<file path="config.mk">
export PLATFORM = sky130hd
export DESIGN_NAME = gpio_ctrl_core
export DESIGN_NICKNAME = d
export VERILOG_FILES = /design/src/rtl/gpio_ctrl_core.sv
export SDC_FILE = /design/constraint.sdc
export NUM_CORES = 1
export LEC_CHECK = 0
export CORE_ASPECT_RATIO = 2
export CORE_MARGIN = 10
export CORE_UTILIZATION = 49
export CTS_CLUSTER_DIAMETER = 200
export DETAILED_ROUTE_END_ITERATION = 10
export PLACE_DENSITY = 0.8
export SLEW_MARGIN = 0
export SYNTH_ARGS = -nofsm -noshare
export SYNTH_HDL_FRONTEND = slang
export SYNTH_SLANG_ARGS = --single-unit
</file>
<file path="constraint.sdc">
create_clock -name clk -period 4.7 [get_ports clk]
set_input_delay 0.94 -clock clk [delete_from_list [all_inputs] [get_ports clk]]
set_output_delay 0.94 -clock clk [all_outputs]
set_load 0.01 [all_outputs]
</file>
<file path="src/rtl/gpio_ctrl_core.sv">
// GPIO controller core: register file, pad-input synchronizers with edge-detect interrupts,
// and a walking-ones pad test mode.
module gpio_ctrl_core #(
    parameter int unsigned gpio_width = 15
) (
    input  logic                  clk,
    input  logic                  rst,
    input  logic                  wr_en,
    input  logic                  rd_en,
    input  logic [2:0]            addr,
    input  logic [15:0]           wdata,
    output logic [15:0]           rdata,
    output logic                  rd_valid,
    input  logic                  tm,
    input  logic [gpio_width-1:0] pad_y,
    output logic [gpio_width-1:0] pad_a,
    output logic [gpio_width-1:0] pad_oe,
    output logic                  irq
);

    localparam logic [2:0] addr_data_out   = 3'd0;
    localparam logic [2:0] addr_dir        = 3'd1;
    localparam logic [2:0] addr_data_in    = 3'd2;
    localparam logic [2:0] addr_irq_en     = 3'd3;
    localparam logic [2:0] addr_irq_status = 3'd4;
    localparam logic [2:0] addr_edge_sel   = 3'd5;

    localparam logic [gpio_width-1:0] lane_one = gpio_width'(1);

    logic [gpio_width-1:0] data_out_q, data_out_d;
    logic [gpio_width-1:0] dir_q, dir_d;
    logic [gpio_width-1:0] irq_en_q, irq_en_d;
    logic [gpio_width-1:0] irq_status_q, irq_status_d;
    logic [gpio_width-1:0] edge_sel_q, edge_sel_d;
    logic [gpio_width-1:0] s1_q, s2_q, s3_q;
    logic [gpio_width-1:0] pattern_q, pattern_d;
    logic                  tm_s1_q, tm_s_q;
    logic [15:0]           rdata_q, rdata_d;
    logic                  rd_valid_q;

    logic [gpio_width-1:0] wdata_lane;
    logic [gpio_width-1:0] edge_hit;
    logic [gpio_width-1:0] w1c;
    logic [15:0]           rd_mux;

    // Bits of wdata above gpio_width are intentionally dropped.
    logic unused_wdata;
    assign unused_wdata = ^wdata;

    always_comb begin
        wdata_lane   = wdata[gpio_width-1:0];
        data_out_d   = data_out_q;
        dir_d        = dir_q;
        irq_en_d     = irq_en_q;
        edge_sel_d   = edge_sel_q;
        w1c          = '0;
        if (wr_en) begin
            case (addr)
                addr_data_out:   data_out_d = wdata_lane;
                addr_dir:        dir_d      = wdata_lane;
                addr_irq_en:     irq_en_d   = wdata_lane;
                addr_irq_status: w1c        = wdata_lane;
                addr_edge_sel:   edge_sel_d = wdata_lane;
                default:         ;
            endcase
        end

        edge_hit = (edge_sel_q & s2_q & ~s3_q) | (~edge_sel_q & ~s2_q & s3_q);
        // A new edge beats a same-cycle W1C; test mode blocks new sets only.
        irq_status_d = (irq_status_q & ~w1c) | (tm_s_q ? '0 : edge_hit);

        pattern_d = tm_s_q ? ((pattern_q << 1) | (pattern_q >> (gpio_width - 1))) : lane_one;

        rd_mux = '0;
        case (addr)
            addr_data_out:   rd_mux[gpio_width-1:0] = data_out_q;
            addr_dir:        rd_mux[gpio_width-1:0] = dir_q;
            addr_data_in:    rd_mux[gpio_width-1:0] = s2_q;
            addr_irq_en:     rd_mux[gpio_width-1:0] = irq_en_q;
            addr_irq_status: rd_mux[gpio_width-1:0] = irq_status_q;
            addr_edge_sel:   rd_mux[gpio_width-1:0] = edge_sel_q;
            default:         ;
        endcase
        rdata_d = rd_en ? rd_mux : rdata_q;
    end

    always_ff @(posedge clk or posedge rst) begin
        if (rst) begin
            data_out_q   <= '0;
            dir_q        <= '0;
            irq_en_q     <= '0;
            irq_status_q <= '0;
            edge_sel_q   <= '0;
            s1_q         <= '0;
            s2_q         <= '0;
            s3_q         <= '0;
            tm_s1_q      <= 1'b0;
            tm_s_q       <= 1'b0;
            pattern_q    <= lane_one;
            rdata_q      <= '0;
            rd_valid_q   <= 1'b0;
        end else begin
            data_out_q   <= data_out_d;
            dir_q        <= dir_d;
            irq_en_q     <= irq_en_d;
            irq_status_q <= irq_status_d;
            edge_sel_q   <= edge_sel_d;
            s1_q         <= pad_y;
            s2_q         <= s1_q;
            s3_q         <= s2_q;
            tm_s1_q      <= tm;
            tm_s_q       <= tm_s1_q;
            pattern_q    <= pattern_d;
            rdata_q      <= rdata_d;
            rd_valid_q   <= rd_en;
        end
    end

    assign rdata    = rdata_q;
    assign rd_valid = rd_valid_q;
    assign pad_a    = tm_s_q ? pattern_q : data_out_q;
    assign pad_oe   = tm_s_q ? '1 : dir_q;
    assign irq      = |(irq_status_q & irq_en_q);

endmodule

</file>
# After elaboration in Yosys (flattened, before gate mapping)

Index checks and enable logic that the tools add are counted.

Output and inout port bits: 48
Bits in registers: 153
Bits of input ports: 39
Word-level logic and storage cells: 44

Reduce and logical (&&, ||, !) cells: 6
Bitwise gates (word level): 13
Equal/unequal tests: 5
Muxes and demuxes: 7

Operators by type and width:

| kind               | number |
|---|---|
| $and 15x15->15     | 6 |
| $mux 15            | 6 |
| $pmux 15 s6        | 1 |
| $not 15->15        | 4 |
| $or 15x15->15      | 2 |
| $or 15x1->15       | 1 |
| $reduce_or 15->1   | 1 |
| $reduce_and 2->1   | 4 |
| $eq 3x2->1 const B | 2 |
| $eq 3x3->1 const B | 2 |
| $eq 3x1->1 const B | 1 |
| $logic_not 3->1    | 1 |

# Longest topological paths before layout

Word-level depth: 6
Mapped depth: 7
Gate-level depth less buffers: 4

# Least setup slack after synthesis

No wires, ideal clock.

Kind: input-to-reg
Start: in addr[2]
End: reg data_out_q[0]
Stages: 4
Library setup time: 127 ps
Slack: 2551 ps
Data arrival time: 2021 ps
Data required time: 4573 ps
Cells stage by stage: buf_4 -> nor4b_4 -> buf_6 -> mux2_1

Word-level cells in the longest chain between the ends: 2

Ends and longest elaborated chain:

| item                              | RTL line | source |
|---|---|---|
| start, declared                   | 10       | `input logic [2:0] addr,` |
| $logic_not 3->1                   | 58       | `case (addr)` |
| $reduce_and 2->1 (no source line) | --       |  |
| end signal, assigned              | 103      | `data_out_q <= data_out_d;` |
| end, declared                     | 30       | `logic [gpio_width-1:0] data_out_q, data_out_d;` |

Every way passes these cells.
A chain may end at the register's enable or synchronous reset.

# Final worst setup path

Start: reg tm_s_q
End: out pad_a[8]

Word-level cells in the longest chain between the ends: 1

Ends and longest elaborated chain:

| item                   | RTL line | source |
|---|---|---|
| start, declared        | 37       | `logic tm_s1_q, tm_s_q;` |
| start signal, assigned | 112      | `tm_s_q <= tm_s1_q;` |
| $mux 15                | 121      | `assign pad_a = tm_s_q ? pattern_q : data_out_q;` |
| end, declared          | 16       | `output logic [gpio_width-1:0] pad_a,` |

Every way passes these cells.

==> flow_metrics.env <==
export IMPL_maxSlewViolCount=0
export IMPL_grt_pass1_wl_mm=26.4
export IMPL_ys_top_cells_by_area="dfrtp_1 (59%), mux2_2 (15%), nor2_1 (2.6%), nand2_1 (2.4%), o2bb2ai_1 (2.0%)"
export IMPL_worst_slew_pin_slew_ps=874
export IMPL_vias=4452
export IMPL_fin_crit_sh_pct=70.3
export IMPL_ctsResizeCount=0
export IMPL_post_cts_buffers=0
export IMPL_r2r_start="s2_q[6]"
export IMPL_die_h_um=182
export IMPL_syn_avg_cell_area_um2=12.8
export IMPL_startpoint="tm_s_q"
export IMPL_rsz0062_at_grt="false"
export IMPL_synth_seq_cells=153
export IMPL_cts_root_buffer="clkbuf_16"
export IMPL_coreArea_um2=12900
export IMPL_grt_pass1_vias=4870
export IMPL_holdWs_ps=347
export IMPL_wl_per_cell_um=21.7
export IMPL_setup_worst_path_end="pad_a[8]"
export IMPL_ioPinCount=87
export IMPL_slew_headroom_pct=41.6
export IMPL_max_clock_freq_mhz=303
export IMPL_port_buffers=84
export IMPL_yosysTopAreaCellShare_pct=59.1
export IMPL_setup_viol=0
export IMPL_clock_latency_ps=430
export IMPL_place_area_um2=7400
export IMPL_post_route_util_pct=61.7
export IMPL_std_cell_rows=59
export IMPL_syn_nets=541
export IMPL_route_detailed_drc=0
export IMPL_ys_seq_area_share_pct=59.5
export IMPL_cts_hold_repair_buffers=0
export IMPL_antenna_found_initial=0
export IMPL_grt_max_degree=87
export IMPL_hold_path_class="reg2reg"
export IMPL_p_leak_nw=3.37
export IMPL_synth_ff_type="dfrtp_1"
export IMPL_reg2regPathDepth=3
export IMPL_seq_area_um2=3830
export IMPL_place_congestion=0.861
export IMPL_syn_inst=502
export IMPL_dpl_hpwl_mm=11.2
export IMPL_maxCapViolCount=0
export IMPL_rrSetupSlack_ps=3300
export IMPL_fin_tns_setup_ps=0
export IMPL_post_route_min_period_ps=3300
export IMPL_synth_largest_area_cell="dfrtp_1"
export IMPL_finalWorstSetupSlack_ps=1400
export IMPL_overflow=0
export IMPL_endpoint_kind="primary output"
export IMPL_start_util_pct=49.8
export IMPL_crit_path_max_fanout=27
export IMPL_reg2reg_to="rdata[6]"
export IMPL_synth_area_um2=6430
export IMPL_cts_tree="done"
export IMPL_pre_cts_ws_ps=1260
export IMPL_synth_edf_count=0
export IMPL_finalNetCount=628
export IMPL_multi_input_area_um2=2440
export IMPL_clock_sinks=153
export IMPL_arrival_ps=2360
export IMPL_routed_wl_mm=16.4
export IMPL_yosys_warnings=0
export IMPL_num_fill_cells=940
export IMPL_cts_clk_slew_worst_paths_ps=60
export IMPL_startpoint_type="register"
export IMPL_drive_above_1_share_pct=25.1
export IMPL_yosysUniqueCellTypes=43
export IMPL_cp_data_required_time_ps=3760
export IMPL_final_cell_area_um2=7970
export IMPL_dr_pass1_iters=5
export IMPL_crit_type="reg2out"
export IMPL_power_density_nw_per_um2=444
export IMPL_outcome="finished, final reports clean"
export IMPL_viasPerCell=5.90
export IMPL_drt_iter0_markers=420
export IMPL_clock_skew_ps=8.53
export IMPL_hold_viol=0
export IMPL_dieArea_um2=18400
export IMPL_ir_drop_mv=0.289
export IMPL_async_flop_share_pct=100
export IMPL_clk_path_buf_depth=2
export IMPL_h_tree_depth=4
export IMPL_cts_buffers=17
export IMPL_antenna_left=0
export IMPL_die_x_um=101
export IMPL_n_antenna_cell=0
export IMPL_grt_total_usage_pct=18.6
export IMPL_syn_to_final_growth_pct=23.8
[cell type report]
type | count | area share, %
clock inverters | 10 | 1.21
clock buffers | 22 | 5.83
repair buffers | 95 | 11.7
well taps | 152 | 2.39
inverters | 2 | 0.141
flip-flops and latches | 153 | 48.1
multi-input cells | 320 | 30.6
[where the power goes]
group	switching, W	internal (W)	total (W)
clock network	0.000526	0.000756	0.00128
logic	0.000250	0.000349	0.000599
registers	0.000160	0.00150	0.00166
total	0.000936	0.00260	0.00354
[cell usage in the layout (no fill, tap or decap), types with 3 or more instances in the layout]
cell type / n
a21o_1: 4
a21oi_1: 24
a222oi_1: 6
a22oi_1: 10
a31oi_1: 4
a32oi_1: 4
and2_1: 14
buf_4: 10
clkbuf_1: 3
clkbuf_16: 17
clkdlybuf4s50_1: 83
clkinvlp_4: 5
dfrtp_1: 151
mux2_1: 11
mux2_2: 83
mux2i_1: 6
mux4_2: 4
nand2_1: 41
nand3_1: 5
nor2_1: 45
nor2b_1: 3
o21ai_0: 7
o2bb2ai_1: 15
or2_2: 15
[how the worst min path moves through the flow]
stage / start / endpoint / depth (start not counted)
after global routing: s1_q[4] / s2_q[4] / 0
final: s1_q[4] / s2_q[4] / 0
after CTS: s1_q[4] / s2_q[4] / 0
after global placement: tm_s1_q / tm_s_q / 0
after floorplan: s1_q[0] / s2_q[0] / 0
after detailed placement: s1_q[2] / s2_q[2] / 0
[per-layer routing]
metal,vias up,share of wire [%],track usage (%)
li1,1961,-,-
met1,2264,36,19.9
met2,172,53,31.5
met3,55,6.2,5.45
met4,0,4.5,10.6
met5,-,0,0
[cell families after synthesis]
| group | after synthesis | synth area share [%] |
|---|---|---|
| flops | 153 | 59.5 |
| buf+inv | 29 | 2.55 |
| simple gates | 135 | 10.3 |
| compound gates | 80 | 8.77 |
| other cells | 1 | 0.0583 |
| mux | 104 | 18.8 |
[worst max-delay path: stages, from the launching register on]
cell             delay [ps]
dfrtp_2                 710
buf_4                   350
mux2_2                  370
clkdlybuf4s50_1         490
[metrics by stage]
stage	total power (W)	instances
3_3_place_gp	0.00224	722
6_report	0.00354	754
5_1_grt	0.00370	754
3_5_place_dp	0.00228	722
2_1_floorplan	0.00199	502
4_1_cts	0.00356	754
[synth_stat cells (2+ instances only)]
| library cell | number |
|---|---|
| dfrtp_1 | 152 |
| a21o_1 | 4 |
| a22oi_1 | 10 |
| nand3_1 | 5 |
| buf_6 | 4 |
| a32oi_1 | 4 |
| mux2_1 | 11 |
| nand2b_1 | 2 |
| a222oi_1 | 6 |
| buf_1 | 2 |
| mux4_2 | 4 |
| inv_1 | 2 |
| nand3_2 | 2 |
| buf_4 | 5 |
| nor2_1 | 45 |
| mux2_2 | 83 |
| and2_1 | 14 |
| a31oi_1 | 4 |
| nor2b_1 | 3 |
| nand2_1 | 41 |
| a21oi_1 | 24 |
| o21ai_0 | 7 |
| mux2i_1 | 6 |
| clkbuf_1 | 11 |
| or2_2 | 15 |
| o2bb2ai_1 | 15 |
| buf_2 | 5 |
(Power assumes the default switching activity.)
